==> src/rtl/polar_pkg.sv <==
// ---------------------------------------------------------------------------
// polar_pkg
//   Shared definitions for the SC decoder core scheduler.
//   - code geometry (N, LAYERS) and the fixed datapath widths the
//     sequencer is built around
//   - FSM state encoding for llr_layer_sequencer
//   - PE operation encodings (f / g)
//   - layer_base(): base address of layer l in the LLR memory. The memory
//     is packed with layer LAYERS at address 0 (channel LLRs) and each
//     lower layer l stored at 2^ADDR_W - 2^(l+1), so layer 0 lands at the
//     very top (2046 for ADDR_W=11).
// ---------------------------------------------------------------------------
package polar_pkg;

    localparam int ID_W    = 10;          // log2(N)
    localparam int ADDR_W  = 11;          // LLR memory address width
    localparam int LAYER_W = 4;           // layer register width
    localparam int N       = 1 << ID_W;   // code length
    localparam int LAYERS  = ID_W;        // layers 0 .. LAYERS-1 are computed

    typedef enum logic [2:0] {
        S_IDLE,
        S_LOAD,
        S_ISSUE,
        S_WAIT_BIT,
        S_DONE
    } seq_state_t;

    localparam logic OP_F = 1'b0;
    localparam logic OP_G = 1'b1;

    // Base address of layer l, wrapped to ADDR_W bits. layer_base(LAYERS)
    // wraps to 0, which is where the channel LLRs live.
    function automatic logic [ADDR_W-1:0] layer_base(input logic [LAYER_W-1:0] l);
        logic [ADDR_W:0] full;
        logic [ADDR_W:0] span;
        full = {1'b1, {ADDR_W{1'b0}}};
        span = (ADDR_W+1)'(1) << ({1'b0, l} + 5'd1);
        return ADDR_W'(full - span);
    endfunction

endpackage

==> src/rtl/llr_layer_addr_gen.sv <==
// ---------------------------------------------------------------------------
// llr_layer_addr_gen
//   Per-layer request bookkeeping for the layer sequencer. Holds the current
//   layer l, its write base wb, the request counter k and the PE op, and
//   derives from them the read/write base of the current request, the number
//   of active PE lanes and whether this is the last request of the layer.
//
//   On an accepted request that closes layer l > 0 it steps to layer l-1:
//   the next write base is wb + 2^l and the op becomes f. Closing layer 0
//   leaves the registers untouched; the FSM moves on by itself.
//
// Ports
//   clk, rst      clock, asynchronous active-high reset
//   load          capture load_layer / load_wb / load_op, clear k
//   load_layer    starting layer
//   load_wb       write base of the starting layer
//   load_op       op of the starting layer (f or g)
//   accept        current request accepted by the PE array
//   layer         current layer
//   op            current op
//   rd_addr       read base of the current request (layer l+1 region)
//   wr_addr       write base of the current request (layer l region)
//   lane_cnt      active lanes, min(2^PE_LOG, 2^l)
//   last_req      current request is the last one of this layer
// ---------------------------------------------------------------------------
module llr_layer_addr_gen
    import polar_pkg::*;
#(
    parameter int ADDR_WIDTH      = 11,
    parameter int LAYER_OUT_WIDTH = 4,
    parameter int PE_LOG          = 4
) (
    input  logic                       clk,
    input  logic                       rst,
    input  logic                       load,
    input  logic [LAYER_OUT_WIDTH-1:0] load_layer,
    input  logic [ADDR_WIDTH-1:0]      load_wb,
    input  logic                       load_op,
    input  logic                       accept,
    output logic [LAYER_OUT_WIDTH-1:0] layer,
    output logic                       op,
    output logic [ADDR_WIDTH-1:0]      rd_addr,
    output logic [ADDR_WIDTH-1:0]      wr_addr,
    output logic [PE_LOG:0]            lane_cnt,
    output logic                       last_req
);

    localparam int                       LANE_W   = PE_LOG + 1;
    localparam logic [LAYER_OUT_WIDTH-1:0] PE_LOG_L = LAYER_OUT_WIDTH'(PE_LOG);

    logic [ADDR_WIDTH-1:0] wb;
    logic [ADDR_WIDTH-1:0] k;
    logic [ADDR_WIDTH-1:0] reqs_m1;     // R(l) - 1
    logic [ADDR_WIDTH-1:0] rd_span;     // 2^(l+1): size of layer l+1 region
    logic [LAYER_OUT_WIDTH-1:0] layer_p1;

    // NOTE: every output of a combinational block gets a default before any
    // branch, so no path can leave it unassigned and infer a latch.
    always_comb begin
        reqs_m1  = '0;
        layer_p1 = layer + LAYER_OUT_WIDTH'(1);
        rd_span  = ADDR_WIDTH'(1) << layer_p1;
        lane_cnt = LANE_W'(1) << layer;

        // Layers wider than the PE array need 2^l / P requests; narrower
        // layers fit in one request with only 2^l lanes busy.
        if (layer > PE_LOG_L) begin
            reqs_m1 = (ADDR_WIDTH'(1) << (layer - PE_LOG_L)) - ADDR_WIDTH'(1);
        end
        if (layer >= PE_LOG_L) begin
            lane_cnt = LANE_W'(1) << PE_LOG;
        end

        // Each request writes P LLRs of layer l and reads 2P of layer l+1.
        wr_addr  = wb + (k << PE_LOG);
        rd_addr  = wb - rd_span + (k << (PE_LOG + 1));
        last_req = (k == reqs_m1);
    end

    // NOTE: sequential state is updated with non-blocking assignments only,
    // so every register samples pre-edge values regardless of block order.
    always_ff @(posedge clk or posedge rst) begin
        if (rst) begin
            layer <= '0;
            wb    <= '0;
            k     <= '0;
            op    <= OP_F;
        end else if (load) begin
            layer <= load_layer;
            wb    <= load_wb;
            k     <= '0;
            op    <= load_op;
        end else if (accept) begin
            if (!last_req) begin
                k <= k + ADDR_WIDTH'(1);
            end else if (layer != '0) begin
                layer <= layer - LAYER_OUT_WIDTH'(1);
                wb    <= wb + (ADDR_WIDTH'(1) << layer);
                k     <= '0;
                op    <= OP_F;
            end
        end
    end

endmodule

==> src/rtl/llr_layer_sequencer.sv <==
// ---------------------------------------------------------------------------
// llr_layer_sequencer
//   Top-level scheduler of the SC decoder core. Owns the decoded-bit index,
//   fetches the start layer / first write base for that bit from the
//   external start_layer_cal, walks the layers from there down to 0 issuing
//   f/g requests to the PE array, then presents the layer-0 LLR to the
//   decision/partial-sum unit and waits for it before the next bit.
//
// Ports
//   clk, rst               clock, asynchronous active-high reset
//   dec_start              pulse, starts a codeword decode (IDLE only)
//   id_counter_value       current bit index, to start_layer_cal
//   start_layer_num        start layer for the current bit (low bits used)
//   start_layer_init_addr  write base of the start layer
//   pe_req_valid/ready     PE request handshake
//   pe_op                  0 = f, 1 = g
//   pe_layer               layer being written
//   pe_rd_addr/pe_wr_addr  read base (layer l+1) / write base (layer l)
//   pe_lane_cnt            active lanes of this request
//   bit_llr_valid          layer-0 LLR of the current bit is ready
//   bit_done               pulse, current bit decided, partial sums updated
//   busy                   decoder not idle
//   dec_done               pulse after the last bit of the codeword
// ---------------------------------------------------------------------------
module llr_layer_sequencer
    import polar_pkg::*;
#(
    parameter int ID_COUNTER_WIDTH = 10,
    parameter int ADDR_WIDTH       = 11,
    parameter int LAYER_OUT_WIDTH  = 4,
    parameter int PE_LOG           = 4
) (
    input  logic                        clk,
    input  logic                        rst,
    input  logic                        dec_start,
    output logic [ID_COUNTER_WIDTH-1:0] id_counter_value,
    input  logic [ID_COUNTER_WIDTH:0]   start_layer_num,
    input  logic [ADDR_WIDTH-1:0]       start_layer_init_addr,
    output logic                        pe_req_valid,
    input  logic                        pe_req_ready,
    output logic                        pe_op,
    output logic [LAYER_OUT_WIDTH-1:0]  pe_layer,
    output logic [ADDR_WIDTH-1:0]       pe_rd_addr,
    output logic [ADDR_WIDTH-1:0]       pe_wr_addr,
    output logic [PE_LOG:0]             pe_lane_cnt,
    output logic                        bit_llr_valid,
    input  logic                        bit_done,
    output logic                        busy,
    output logic                        dec_done
);

    seq_state_t state, state_nxt;

    logic [ID_COUNTER_WIDTH-1:0] id;
    logic                        first_bit;
    logic                        last_bit;
    logic                        req_accept;

    logic [LAYER_OUT_WIDTH-1:0]  load_layer;
    logic [ADDR_WIDTH-1:0]       load_wb;
    logic                        load_op;

    logic [LAYER_OUT_WIDTH-1:0]  gen_layer;
    logic                        gen_op;
    logic [ADDR_WIDTH-1:0]       gen_rd_addr;
    logic [ADDR_WIDTH-1:0]       gen_wr_addr;
    logic [PE_LOG:0]             gen_lane_cnt;
    logic                        gen_last_req;

    // Only the low bits carry a layer number; the rest is the wider encoding
    // start_layer_cal happens to produce.
    logic unused_start_layer_bits;
    assign unused_start_layer_bits = ^start_layer_num[ID_COUNTER_WIDTH:LAYER_OUT_WIDTH];

    assign first_bit  = (id == '0);
    assign last_bit   = (id == {ID_COUNTER_WIDTH{1'b1}});
    assign req_accept = pe_req_valid && pe_req_ready;

    // Bit 0 has no decided bits behind it: the whole tree is computed with f
    // from the channel LLRs, starting at the top layer whatever
    // start_layer_cal reports as base.
    assign load_layer = start_layer_num[LAYER_OUT_WIDTH-1:0];
    assign load_wb    = first_bit ? ADDR_WIDTH'(layer_base(LAYER_W'(LAYERS - 1)))
                                  : start_layer_init_addr;
    assign load_op    = first_bit ? OP_F : OP_G;

    llr_layer_addr_gen #(
        .ADDR_WIDTH      (ADDR_WIDTH),
        .LAYER_OUT_WIDTH (LAYER_OUT_WIDTH),
        .PE_LOG          (PE_LOG)
    ) u_addr_gen (
        .clk        (clk),
        .rst        (rst),
        .load       (state == S_LOAD),
        .load_layer (load_layer),
        .load_wb    (load_wb),
        .load_op    (load_op),
        .accept     (req_accept),
        .layer      (gen_layer),
        .op         (gen_op),
        .rd_addr    (gen_rd_addr),
        .wr_addr    (gen_wr_addr),
        .lane_cnt   (gen_lane_cnt),
        .last_req   (gen_last_req)
    );

    always_ff @(posedge clk or posedge rst) begin
        if (rst) begin
            state <= S_IDLE;
        end else begin
            state <= state_nxt;
        end
    end

    always_ff @(posedge clk or posedge rst) begin
        if (rst) begin
            id <= '0;
        end else begin
            unique case (state)
                S_IDLE:     if (dec_start) id <= '0;
                S_WAIT_BIT: if (bit_done && !last_bit) id <= id + ID_COUNTER_WIDTH'(1);
                S_DONE:     id <= '0;
                default:    ;
            endcase
        end
    end

    always_comb begin
        state_nxt = state;
        unique case (state)
            S_IDLE:     if (dec_start) state_nxt = S_LOAD;
            S_LOAD:     state_nxt = S_ISSUE;
            S_ISSUE:    if (req_accept && gen_last_req && gen_layer == '0)
                            state_nxt = S_WAIT_BIT;
            S_WAIT_BIT: if (bit_done) state_nxt = last_bit ? S_DONE : S_LOAD;
            S_DONE:     state_nxt = S_IDLE;
            default:    state_nxt = S_IDLE;
        endcase
    end

    // Request fields are forced to zero outside ISSUE so the PE interface is
    // quiet whenever no request is offered (including during reset).
    always_comb begin
        pe_req_valid  = (state == S_ISSUE);
        pe_op         = OP_F;
        pe_layer      = '0;
        pe_rd_addr    = '0;
        pe_wr_addr    = '0;
        pe_lane_cnt   = '0;
        if (pe_req_valid) begin
            pe_op       = gen_op;
            pe_layer    = gen_layer;
            pe_rd_addr  = gen_rd_addr;
            pe_wr_addr  = gen_wr_addr;
            pe_lane_cnt = gen_lane_cnt;
        end
        bit_llr_valid    = (state == S_WAIT_BIT);
        busy             = (state != S_IDLE);
        dec_done         = (state == S_DONE);
        id_counter_value = id;
    end

endmodule

==> config.mk <==
export PLATFORM = sky130hd
export DESIGN_NAME = llr_layer_sequencer
export DESIGN_NICKNAME = d
export VERILOG_FILES = /design/src/rtl/polar_pkg.sv /design/src/rtl/llr_layer_addr_gen.sv /design/src/rtl/llr_layer_sequencer.sv
export SDC_FILE = /design/constraint.sdc
export NUM_CORES = 1
export LEC_CHECK = 0
export CAP_MARGIN = 20
export CELL_PAD_IN_SITES_DETAIL_PLACEMENT = 1
export CELL_PAD_IN_SITES_GLOBAL_PLACEMENT = 1
export CORE_MARGIN = 3
export CORE_UTILIZATION = 52
export DETAILED_ROUTE_END_ITERATION = 8
export DONT_BUFFER_PORTS = 1
export GPL_ROUTABILITY_DRIVEN = 0
export PLACE_DENSITY_LB_ADDON = 0.1
export RECOVER_POWER = 25
export SYNTH_ARGS = -nofsm -noshare
export SYNTH_HDL_FRONTEND = slang
export SYNTH_SLANG_ARGS = --single-unit
==> constraint.sdc <==
create_clock -name clk -period 12.1 [get_ports clk]
set_clock_uncertainty 0.05 [all_clocks]
set_input_delay 3.025 -clock clk [delete_from_list [all_inputs] [get_ports clk]]
set_output_delay 3.025 -clock clk [all_outputs]
set_load 0.05 [all_outputs]
==> flow_metrics.tcl <==
set metrics [dict create \
    reg2reg_from "u_addr_gen.layer[2]$_DFFE_PP0P_" \
    start_kind "register" \
    clk_latency_ps 300 \
    ys_ff_latch 40 \
    ys.warnings.count 0 \
    wl_met1_um 5640 \
    vdd_drop_max_mv 0.120 \
    post-dp-hpwl_um 9440 \
    area_growth_pct 3.50 \
    grt_first_pass_wirelength_um 20900 \
    violations "max-capacitance violations, max-slew violations" \
    fin_crit_ps 8310 \
    pin_count 73 \
    seq_area_frac_synth_pct 23.2 \
    setup_viol 0 \
    setup_tns_ps 0 \
    multi_input_area_um2 3010 \
    clk_pin_slew_ps 90 \
    crit_path_end_kind "output port" \
    antenna_found_initial 0 \
    clk_path_buf_depth 2 \
    yosysTopAreaCellShare_pct 23.2 \
    numCtsBuffers 5 \
    dieArea_um2 9440 \
    ys_types 67 \
    numPortBuffers 0 \
    synth_fp_nets 613 \
    power_density_nw_per_um2 160 \
    fmax_ghz 0.120 \
    grt_usage_pct 26.8 \
    initial_core_util_pct 54.8 \
    synthTopCellsByCount "nor2_1, inv_1, ha_1" \
    arrival_ps 5230 \
    maxCapViolations 1 \
    synth_area_leaders "dfrtp_1, ha_1, xnor2_1, nor2_1, inv_1" \
    synth.largest_area_cell "dfrtp_1" \
    wl_um 12400 \
    slew_headroom_pct -54.8 \
    highest-signal-layer "met4" \
    swShare_pct 55.6 \
    grt_max_degree 41 \
    grt_pass1_vias 3999 \
    avgSynthCellArea_um2 8.11 \
    wl_met2_um 5800 \
    hp-class "reg -> reg" \
    final_cells 621 \
    fin_util_pct 56.7 \
    finalPower_uw 716 \
    vias 3825 \
    async_flop_share_pct 100 \
    first_iter_violations 244 \
    core_um2 7890 \
    syn-cell-area_um2 4320 \
    cp-endpoint "pe_rd_addr[10]" \
    rsz0062_at_grt "false" \
    cts.htree.levels 2 \
    drc 0 \
    clock-root-buffer "clkbuf_8" \
    n_antenna_cell 0 \
    p_int_uw 318 \
    firstDrtPassIters 4 \
    synth_edf_count 0 \
    status "finished, violations left" \
    slew_viol_final 41 \
    synthCells 533 \
    fin_hold_ws_ps 504 \
    seqPwrFrac_pct 23.4 \
    cts_tree "yes" \
    switching_power_uw 398 \
    final_nets 598 \
    grt-ovfl-total 0 \
    ctsResizeCount 0 \
    post-cts-setup-buffers 0 \
    route.detailed.wl_per_inst_um 20.0 \
    cts.sinks 40 \
    leakage_nw 2.10 \
    worst-setup-path-type "reg -> out" \
    path_max_fanout 25 \
    ff2ff_setup_slack_ps 7530 \
    dpl.cell_count 612 \
    fp-row-count 32 \
    synth_top_flop_cell "dfrtp_1" \
    period_share_pct 68.7 \
    hold_violations 0 \
    fill_cells 970 \
    antenna_left 0 \
    r2r-end "u_addr_gen.k[0]$_DFFE_PP0P_" \
    viasPerCell 6.16 \
    synth_most_common_cell "nor2_1" \
    required_ps 9020 \
    rr_worst_depth 11 \
    crit_start "u_addr_gen.layer[2]$_DFFE_PP0P_" \
    combPwrFrac_pct 59.7 \
    drive_gt1_share_pct 5.20 \
    clkPwrFrac_pct 17.0 \
    die_y_um 97.2 \
    hold_buffers 0 \
    die_w_um 97.2 \
    worst_pin_slew_ps 2320 \
    register_area_um2 1000 \
    wl_met3_um 746 \
]
## sequential cells by signal (all words and copies together) (netlist names)
name              flops
u_addr_gen.k         11
id_counter_value     10
state                 3
u_addr_gen.layer      4
u_addr_gen.op         1
u_addr_gen.wb        11
## cell usage in the layout, fill, tap and decap left out, types with 11 or more instances in the layout
cell      n
and2_1   11
o21ai_0  19
inv_1    48
a21oi_1  22
xnor2_1  26
xor2_1   19
and3_1   12
nand3_1  23
nor2_1   60
nor3_1   20
nand2_1  32
a21o_1   16
dfrtp_1  40
ha_1     45
## critical path, stage by stage (launching register included)
cell and delay, ps:
dfrtp_1 870, inv_2 290, ha_1 480, and2_1 210, nand2_1 70, ha_1 330
ha_1 290, a21o_1 190, a21oi_1 220, nor2b_1 90, o21a_1 210, o41ai_1 560
o21ai_0 260, xnor2_1 180, nor2_1 670
## cell families (layout without fill, tap and decap cells)
group,Yosys count,in the layout,share of synthesized area (%)
flops,40,40,23.2
fa+ha+maj,53,53,16.7
compound gates,101,101,16.1
buf+inv,76,62,7.21
mux,14,14,3.48
xor+xnor,45,45,9.12
simple gates,204,204,24.2
## metrics by stage
stage / instance area, um2 / setup slack [ps]
floorplan: 4320 / 5030
global placement: 4350 / 4380
detailed placement: 4350 / 4200
CTS: 4470 / 3820
global route: 4470 / 3390
finish: 4470 / 3790
## cell type report
class | count | share of cell area, %
Inverter | 50 | 4.20
Timing Repair Buffer | 4 | 0.588
Sequential cell | 40 | 22.4
Tap cell | 102 | 2.85
Multi-Input combinational cell | 417 | 67.3
Clock inverter | 2 | 0.867
Clock buffer | 6 | 1.85
## worst min-delay path by stage
stage,start,endpoint,slack [ps],depth (start not counted)
3_3_place_gp,u_addr_gen.op$_DFFE_PP0P_,u_addr_gen.op$_DFFE_PP0P_,480,2
6_report,u_addr_gen.op$_DFFE_PP0P_,u_addr_gen.op$_DFFE_PP0P_,500,2
3_5_place_dp,u_addr_gen.op$_DFFE_PP0P_,u_addr_gen.op$_DFFE_PP0P_,490,2
5_1_grt,u_addr_gen.wb[2]$_DFFE_PP0P_,u_addr_gen.wb[2]$_DFFE_PP0P_,560,1
2_1_floorplan,u_addr_gen.op$_DFFE_PP0P_,u_addr_gen.op$_DFFE_PP0P_,460,2
4_1_cts,u_addr_gen.op$_DFFE_PP0P_,u_addr_gen.op$_DFFE_PP0P_,500,2
## layer usage
metal	track usage (%)	vias up
li1	-	1817
met1	36.5	1881
met2	44.0	105
met3	4.74	22
met4	6.91	0
met5	0	-
## power by group through the flow
| stage | clock [mW] | combinational (mW) | sequential [mW] |
|---|---|---|---|
| after floorplan | 0 | 0.381 | 0.155 |
| after global placement | 0 | 0.413 | 0.169 |
| after detailed placement | 0 | 0.427 | 0.170 |
| after CTS | 0.124 | 0.430 | 0.167 |
| after global routing | 0.130 | 0.463 | 0.170 |
| final | 0.122 | 0.427 | 0.167 |
(Power assumes the default switching activity.)
